==> src/rtl/fp_issue_seq.sv <==
// fp_issue_seq: sequences one multi-cycle FP op through the shared FP unit, then writes the result back to the FP register file.
module fp_issue_seq #(
    parameter int ADD_LAT  = 2,
    parameter int MUL_LAT  = 3,
    parameter int DIV_LAT  = 16,
    parameter int SQRT_LAT = 20
) (
    input  logic        clk,
    input  logic        rst,
    input  logic        op_add,
    input  logic        op_sub,
    input  logic        op_mul,
    input  logic        op_div,
    input  logic        op_sqrt,
    input  logic [4:0]  rd_in,
    input  logic        mem_wait,
    input  logic        flush,
    input  logic        dec_fp_use,
    input  logic [4:0]  dec_rs1,
    input  logic [4:0]  dec_rs2,
    input  logic [31:0] fpu_result,
    output logic        fpu_start,
    output logic [2:0]  fpu_op,
    output logic        stall_out,
    output logic        raw_hazard,
    output logic        fp_we,
    output logic [4:0]  wb_rd,
    output logic [31:0] wb_data,
    output logic        busy,
    output logic        op_err
);
    typedef enum logic [1:0] {IDLE, BUSY, WB} state_t;
    state_t      state_q, state_d;
    logic [4:0]  count_q, count_d, pend_rd_q, pend_rd_d, lat_m1;
    logic [2:0]  fpu_op_q, fpu_op_d, op_enc;
    logic [31:0] wb_data_q, wb_data_d;
    logic        start_q, idle, accept;
    logic [4:0]  ops;
    assign ops = {op_sqrt, op_div, op_mul, op_sub, op_add};
    always_comb begin
        idle   = state_q == IDLE;
        // rst gating keeps every output at zero while reset is held
        accept = rst && idle && $onehot(ops) && !mem_wait && !flush;
        op_err = rst && idle && ops != 5'd0 && !$onehot(ops);
        op_enc = op_sub ? 3'd1 : op_mul ? 3'd2 : op_div ? 3'd3 : op_sqrt ? 3'd4 : 3'd0;
        lat_m1 = op_mul ? 5'(MUL_LAT - 1) : op_div ? 5'(DIV_LAT - 1) :
                 op_sqrt ? 5'(SQRT_LAT - 1) : 5'(ADD_LAT - 1);
    end
    always_comb begin
        state_d   = state_q;
        count_d   = count_q;
        pend_rd_d = pend_rd_q;
        fpu_op_d  = fpu_op_q;
        wb_data_d = wb_data_q;
        case (state_q)
            IDLE: if (accept) begin
                state_d   = BUSY;
                fpu_op_d  = op_enc;
                pend_rd_d = rd_in;
                count_d   = lat_m1;
            end
            BUSY: if (flush) state_d = IDLE;
                  else if (count_q == 5'd0) begin
                      wb_data_d = fpu_result;
                      state_d   = WB;
                  end else count_d = count_q - 5'd1;
            WB:   if (flush || !mem_wait) state_d = IDLE;
            default: state_d = IDLE;
        endcase
    end
    always_ff @(posedge clk or negedge rst) begin
        if (!rst) begin
            state_q   <= IDLE;
            count_q   <= '0;
            pend_rd_q <= '0;
            fpu_op_q  <= '0;
            wb_data_q <= '0;
            start_q   <= 1'b0;
        end else begin
            state_q   <= state_d;
            count_q   <= count_d;
            pend_rd_q <= pend_rd_d;
            fpu_op_q  <= fpu_op_d;
            wb_data_q <= wb_data_d;
            start_q   <= accept;
        end
    end
    assign fpu_start  = start_q;
    assign fpu_op     = fpu_op_q;
    assign busy       = !idle;
    assign stall_out  = accept || state_q == BUSY || (state_q == WB && mem_wait);
    assign raw_hazard = dec_fp_use && !idle && (dec_rs1 == pend_rd_q || dec_rs2 == pend_rd_q);
    assign fp_we      = state_q == WB && !flush;
    assign wb_rd      = pend_rd_q;
    assign wb_data    = wb_data_q;
endmodule

==> config.mk <==
export PLATFORM = sky130hd
export DESIGN_NAME = fp_issue_seq
export DESIGN_NICKNAME = d
export VERILOG_FILES = /design/src/rtl/fp_issue_seq.sv
export SDC_FILE = /design/constraint.sdc
export NUM_CORES = 1
export LEC_CHECK = 0
export ABC_AREA = 1
export BUFFER_PORTS_ARGS = -buffer_cell sky130_fd_sc_hd__buf_2
export CAP_MARGIN = 20
export CORE_ASPECT_RATIO = 1.1
export CORE_MARGIN = 2
export CORE_UTILIZATION = 50
export DETAILED_ROUTE_END_ITERATION = 16
export PLACE_DENSITY = 0.83
export SLEW_MARGIN = 30
export SYNTH_ARGS = -nofsm -noshare
export SYNTH_HDL_FRONTEND = slang
export SYNTH_SLANG_ARGS = --single-unit
==> constraint.sdc <==
create_clock -name clk -period 4.4 [get_ports clk]
set_clock_uncertainty 0.2 [all_clocks]
set_input_delay 0.22 -clock clk [delete_from_list [all_inputs] [get_ports clk]]
set_output_delay 0.22 -clock clk [all_outputs]
set_load 0.005 [all_outputs]
# After elaboration in Yosys (flattened, before gate mapping)
# Index checks and enable logic that the tools add are counted.
# totals
regBits,48
latch_bits,0
ram_bits,0
rom_bits,0
out_inout_bits,46
elab_cells,64
mem_count,0
# classes
n_addsub,5
multipliers,0
div_mod_pow,0
order_cmp,0
eq_ne,10
shift,0
n_mux,16
bitwise,1
reduce_logical,26
# op_table
op,n
two-way mux 5 bit,6
two-way mux 3 bit,4
equality test 5 bit,2
logical AND 1 bit,10
case mux 5 bit (2 select lines),1
two-way mux 2 bit,4
"!= test 2 bit, second input constant",3
case mux 2 bit (3 select lines),1
AND reduction 3 bit,2
logical NOT 5 bit,1
nonzero test 5 bit,1
"subtractor 5 x 1 -> 5 bit, second input constant",1
adder 1 x 1 -> 2 bit,2
logical NOT 1 bit,4
logical OR 1 bit,4
AND reduction 4 bit,1
adder 2 x 2 -> 3 bit,1
adder 3 x 1 -> 3 bit,1
"equality test 3 x 1 -> 1 bit, second input constant",1
"!= test 3 bit, second input constant",1
"equality test 2 x 1 -> 1 bit, second input constant",1
"equality test 2 bit, second input constant",1
logical NOT 2 bit,1
"!= test 2 x 1 -> 1 bit, second input constant",1
3 further kinds,3

# Longest topological paths before layout
# depth
depth_word,9
ltp_mapped,13

# Worst setup path after synthesis
# Ideal clock, no wire load.
# synth_path
path_kind,in2reg
startpoint,input port op_sub
endpoint,"register pend_rd_q[1], in the netlist wb_rd[1]"
setup_ps,126
t_arrival_ps,2037
slack_ps,2037
path_stages,12
n_path_buf,1
cell_sequence,inv_1 > fa_1 > fa_1 > inv_1 > ha_1 > nor2_1 > nand2_1 > nor2_1 > nand2_4 > inv_2 > buf_6 > o21ai_0
# synth_via
elab_chain_cells,8
# synth_rtl
element,line_no,source
from (decl),11,"input logic op_sub,"
adder 1 x 1 -> 2 bit (implied by the code),43,accept = rst && idle && $onehot(ops) && !mem_wait && !flush;
adder 2 x 2 -> 3 bit (implied by the code),43,
adder 3 x 1 -> 3 bit (implied by the code),43,
equality test 3 x 1 -> 1 bit,43,
logical AND 1 bit (3 in a row),43,
via accept,37,"logic start_q, idle, accept;"
AND reduction 2 bit (no source line),-,
to (signal assigned),82,pend_rd_q <= pend_rd_d;
to (decl),34,"logic [4:0] count_q, count_d, pend_rd_q, pend_rd_d, lat_m1;"
# The timed path passes the listed nets, and every way through them passes these cells.
# A chain may end at the register's enable or synchronous reset.

# Worst setup path in the final report
# layout_path
startpoint,input port op_sub
endpoint,output port stall_out
# layout_via
elab_chain_cells,9
# layout_rtl
element,line_no,source
adder 1 x 1 -> 2 bit (implied by the code),43,
adder 2 x 2 -> 3 bit (implied by the code),43,
adder 3 x 1 -> 3 bit (implied by the code),43,
equality test 3 x 1 -> 1 bit,43,
logical AND 1 bit (3 in a row),43,
logical OR 1 bit (2 in a row),91,assign stall_out = accept || state_q == BUSY || (state_q == WB && mem_wait);
to (decl),24,"output logic stall_out,"
# Every way passes these cells.

==> impl_metrics.py <==
metrics = {
    "status": {
        "status": "finished, final reports clean",
    },
    "finish": {
        "nFillCells": 342,
        "final_layout_size_suffix_gt1_share_pct": 32.0,
        "instances_no_fill": 497,
        "post-route-cell-area_sq_um": 3490,
        "seq_area_sq_um": 1200,
        "antenna_cells": 0,
        "areaGrowthSynthToFinish_pct": 40.6,
        "multi_input_area_sq_um": 956,
        "nNetsFinal": 503,
    },
    "floorplan": {
        "dieArea_sq_um": 5550,
        "rows": 26,
        "initial_core_util_pct": 52.7,
        "dieHeight_microns": 77.9,
        "die_w_microns": 71.2,
        "io_pins": 103,
        "core_sq_um": 4720,
    },
    "power": {
        "combPwrFrac_pct": 34.0,
        "p_clk_share_pct": 19.8,
        "power_density_nw_per_um2": 387,
        "switching_share_pct": 34.2,
        "internal_power_w": 0.000890,
        "vdd_drop_max_v": 0.000275,
        "p_sw_w": 0.000462,
        "p_leak_nw": 2.07,
        "seqPwrFrac_pct": 46.2,
    },
    "yosys": {
        "synth_xor_area_share_pct": 1.06,
        "synth_area_leaders": "dfrtp_1 (48%), nand2_1 (13%), inv_1 (9.8%)",
        "synthSimpleGateAreaFrac_pct": 19.2,
        "yosys_register_bits": 48,
        "synth_compound_area_share_pct": 14.2,
        "synth_seq_area_share_pct": 48.4,
        "yosysUniqueCellTypes": 22,
        "synth_edf_count": 0,
        "synthesis.area_sq_um": 2480,
        "yosysTopAreaCell": "dfrtp_1",
        "synth_adder_area_share_pct": 3.63,
        "synthMuxAreaShare_pct": 0,
        "synth_top_family_by_area": "simple AND/OR/NAND/NOR gates",
        "synthCells": 299,
        "syn-num-nets": 362,
        "synth_flop_cell": "dfrtp_1",
        "synthTopCellsByCount": "nand2_1 (84), inv_1 (65), dfrtp_1 (48), o21ai_2 (23), o21ai_0 (17)",
        "async_flop_share_pct": 100,
        "yosysTopAreaCellShare_pct": 48.4,
        "avgSynthCellArea_sq_um": 8.31,
        "yosys_warnings": 0,
        "yosysMostFrequentCell": "nand2_1",
    },
    "worst_setup_path": {
        "crit_path_max_fanout": 8,
        "slowest_delay_ns": 0.46,
        "cp.arrival_ns": 2.20,
        "worstSetupPathType": "primary input to output port",
        "startpoint_type": "primary input",
        "cp_slowest_cell": "fa_1",
        "crit_required_ns": 3.98,
        "rr_worst_depth": 6,
        "crit_chain": "buf_2 -> inv_1 -> fa_1 -> fa_1 -> inv_1 -> ha_1 -> nor2_1 -> nand2_1 -> nor2_1 -> nand2_4 -> nand3b_1 -> buf_2",
        "endpoint_kind": "output port",
    },
    "placement": {
        "dpl.cell_count": 450,
        "dp_hpwl_mm": 4.06,
        "placed_area_sq_um": 3000,
        "place_ws_ns": 1.75,
        "routabilityCongestion": 0.839,
        "port_buffers": 102,
    },
    "route": {
        "drc_errors": 0,
        "vias_per_cell": 4.77,
        "wire_per_inst_microns": 12.1,
        "drtAntennaViolNets": 0,
        "drt-initial-drc-count": 161,
        "via_count": 2371,
        "first_pass_iters": 6,
        "wirelength_mm": 6.03,
    },
    "timing": {
        "min_period_ns": 2.62,
        "finalHoldViolations": 0,
        "rsz0062_at_grt": "no",
        "setup_viol": 0,
        "setup_slack_ns": 1.78,
        "setup_tns_ns": 0,
        "finalCritPeriodShare_pct": 59.6,
        "drv_slew": 0,
        "worstMarginPinSlew_ns": 0.593,
        "slew-limit-headroom_pct": 60.5,
        "fmax_ghz": 0.381,
    },
    "flow_run": {
        "cap_violations": 0,
    },
    "grt": {
        "grt_pass1_wl_mm": 9.94,
        "grt_pass1_vias": 2347,
        "grt_overflow": 0,
        "grt_max_degree": 66,
        "grt.total_usage_pct": 22.4,
        "antenna_found_initial": 0,
    },
    "clocking": {
        "clkTransAtPathRegs_ns": 0.08,
        "cts_made_buffers": 5,
        "cts_max_level": 2,
        "ctsResizeCount": 0,
        "cts_tree": "built",
        "clk_latency_ns": 0.29,
        "clock-sinks": 48,
        "cts.path.max_buffers": 2,
        "cts_root_buf": "clkbuf_8",
    },
    "min_path": {
        "hold_path_depth": 4,
        "worstHoldPathType": "primary input to register",
    },
}
worst max-delay path, delay by kind of cell:
kind	cells	cell delay, ns
simple gates	5	0.52
buf+inv	4	0.41
fa+ha+maj	3	1.05
final timing paths:
check	slack, ns	from	end
setup / recovery	1.78	op_sub	stall_out
hold / removal	0.05	flush	state_q[1]
max in group asynchronous	3.20	rst	state_q[1]
setup reg to reg	2.35	count_q[0]	wb_data[1]
min in group asynchronous	0.40	rst	wb_data[20]
hold reg to reg	0.29	wb_data[3]	wb_data[3]
per-stage QoR:
stage	util (%)	hold slack [ns]	power (W)
4_1_cts	73.6	0.0450	0.00136
3_3_place_gp	63.5	0.203	0.00103
5_1_grt	74.0	0.0557	0.00146
6_report	74.0	0.0464	0.00135
3_5_place_dp	63.5	0.200	0.00106
2_1_floorplan	-	-0.276	0.000871
metal layers:
layer	vias up	wire (microns)	GRT usage [%]
met5	-	0	0
met4	0	128	8.30
met3	14	269	3.51
met2	78	3360	42.4
met1	1101	2270	24.6
li1	1178	-	-
kinds of logic after synthesis:
| family | after synthesis |
|---|---|
| AO/OA/AOI/OAI | 53 |
| XOR/XNOR | 3 |
| adder cells (fa/ha/maj) | 6 |
| buffers and inverters | 75 |
| flip-flops | 48 |
| AND/OR/NAND/NOR | 114 |
power by group through the flow:
stage          clock network, W  logic, W  registers, W
6_report               0.000268  0.000459      0.000625
2_1_floorplan                 0  0.000240      0.000631
3_5_place_dp                  0  0.000433      0.000628
3_3_place_gp                  0  0.000410      0.000621
5_1_grt                0.000296  0.000524      0.000636
4_1_cts                0.000276  0.000461      0.000620
layout make-up:
class	instances	area share (%)
Sequential cell	48	34.4
Multi-Input combinational cell	176	27.4
Timing Repair Buffer	142	26.3
Inverter	67	7.20
Clock buffer	7	2.47
Tap cell	56	2.01
Clock inverter	1	0.215
state kept, by name, summed over array words and instances (netlist names):
register and cells:
fpu_start 1, state_q 2, fpu_op 3, count_q 5, wb_data 32, wb_rd 5
cell usage in the layout, fill, tap and decap left out, drive strengths merged, types with 3 or more instances in the layout:
cell,synthesis,layout
ha,4,4
o21ai,49,49
dfrtp,48,48
inv,67,67
nand3,10,10
nor2,15,15
clkbuf,1,7
nand2,87,87
a21oi,3,3
buf,7,104
dlygate4sd3,0,38
what timing repair did:
| action | 4_1_cts | 5_1_grt |
|---|---|---|
| endpoints found under the setup margin | 0 | 0 |
| setup buffers | 0 | 0 |
| hold buffers | 38 | 0 |
| hold endpoints to repair | 85 | 0 |
(Power assumes the default switching activity.)
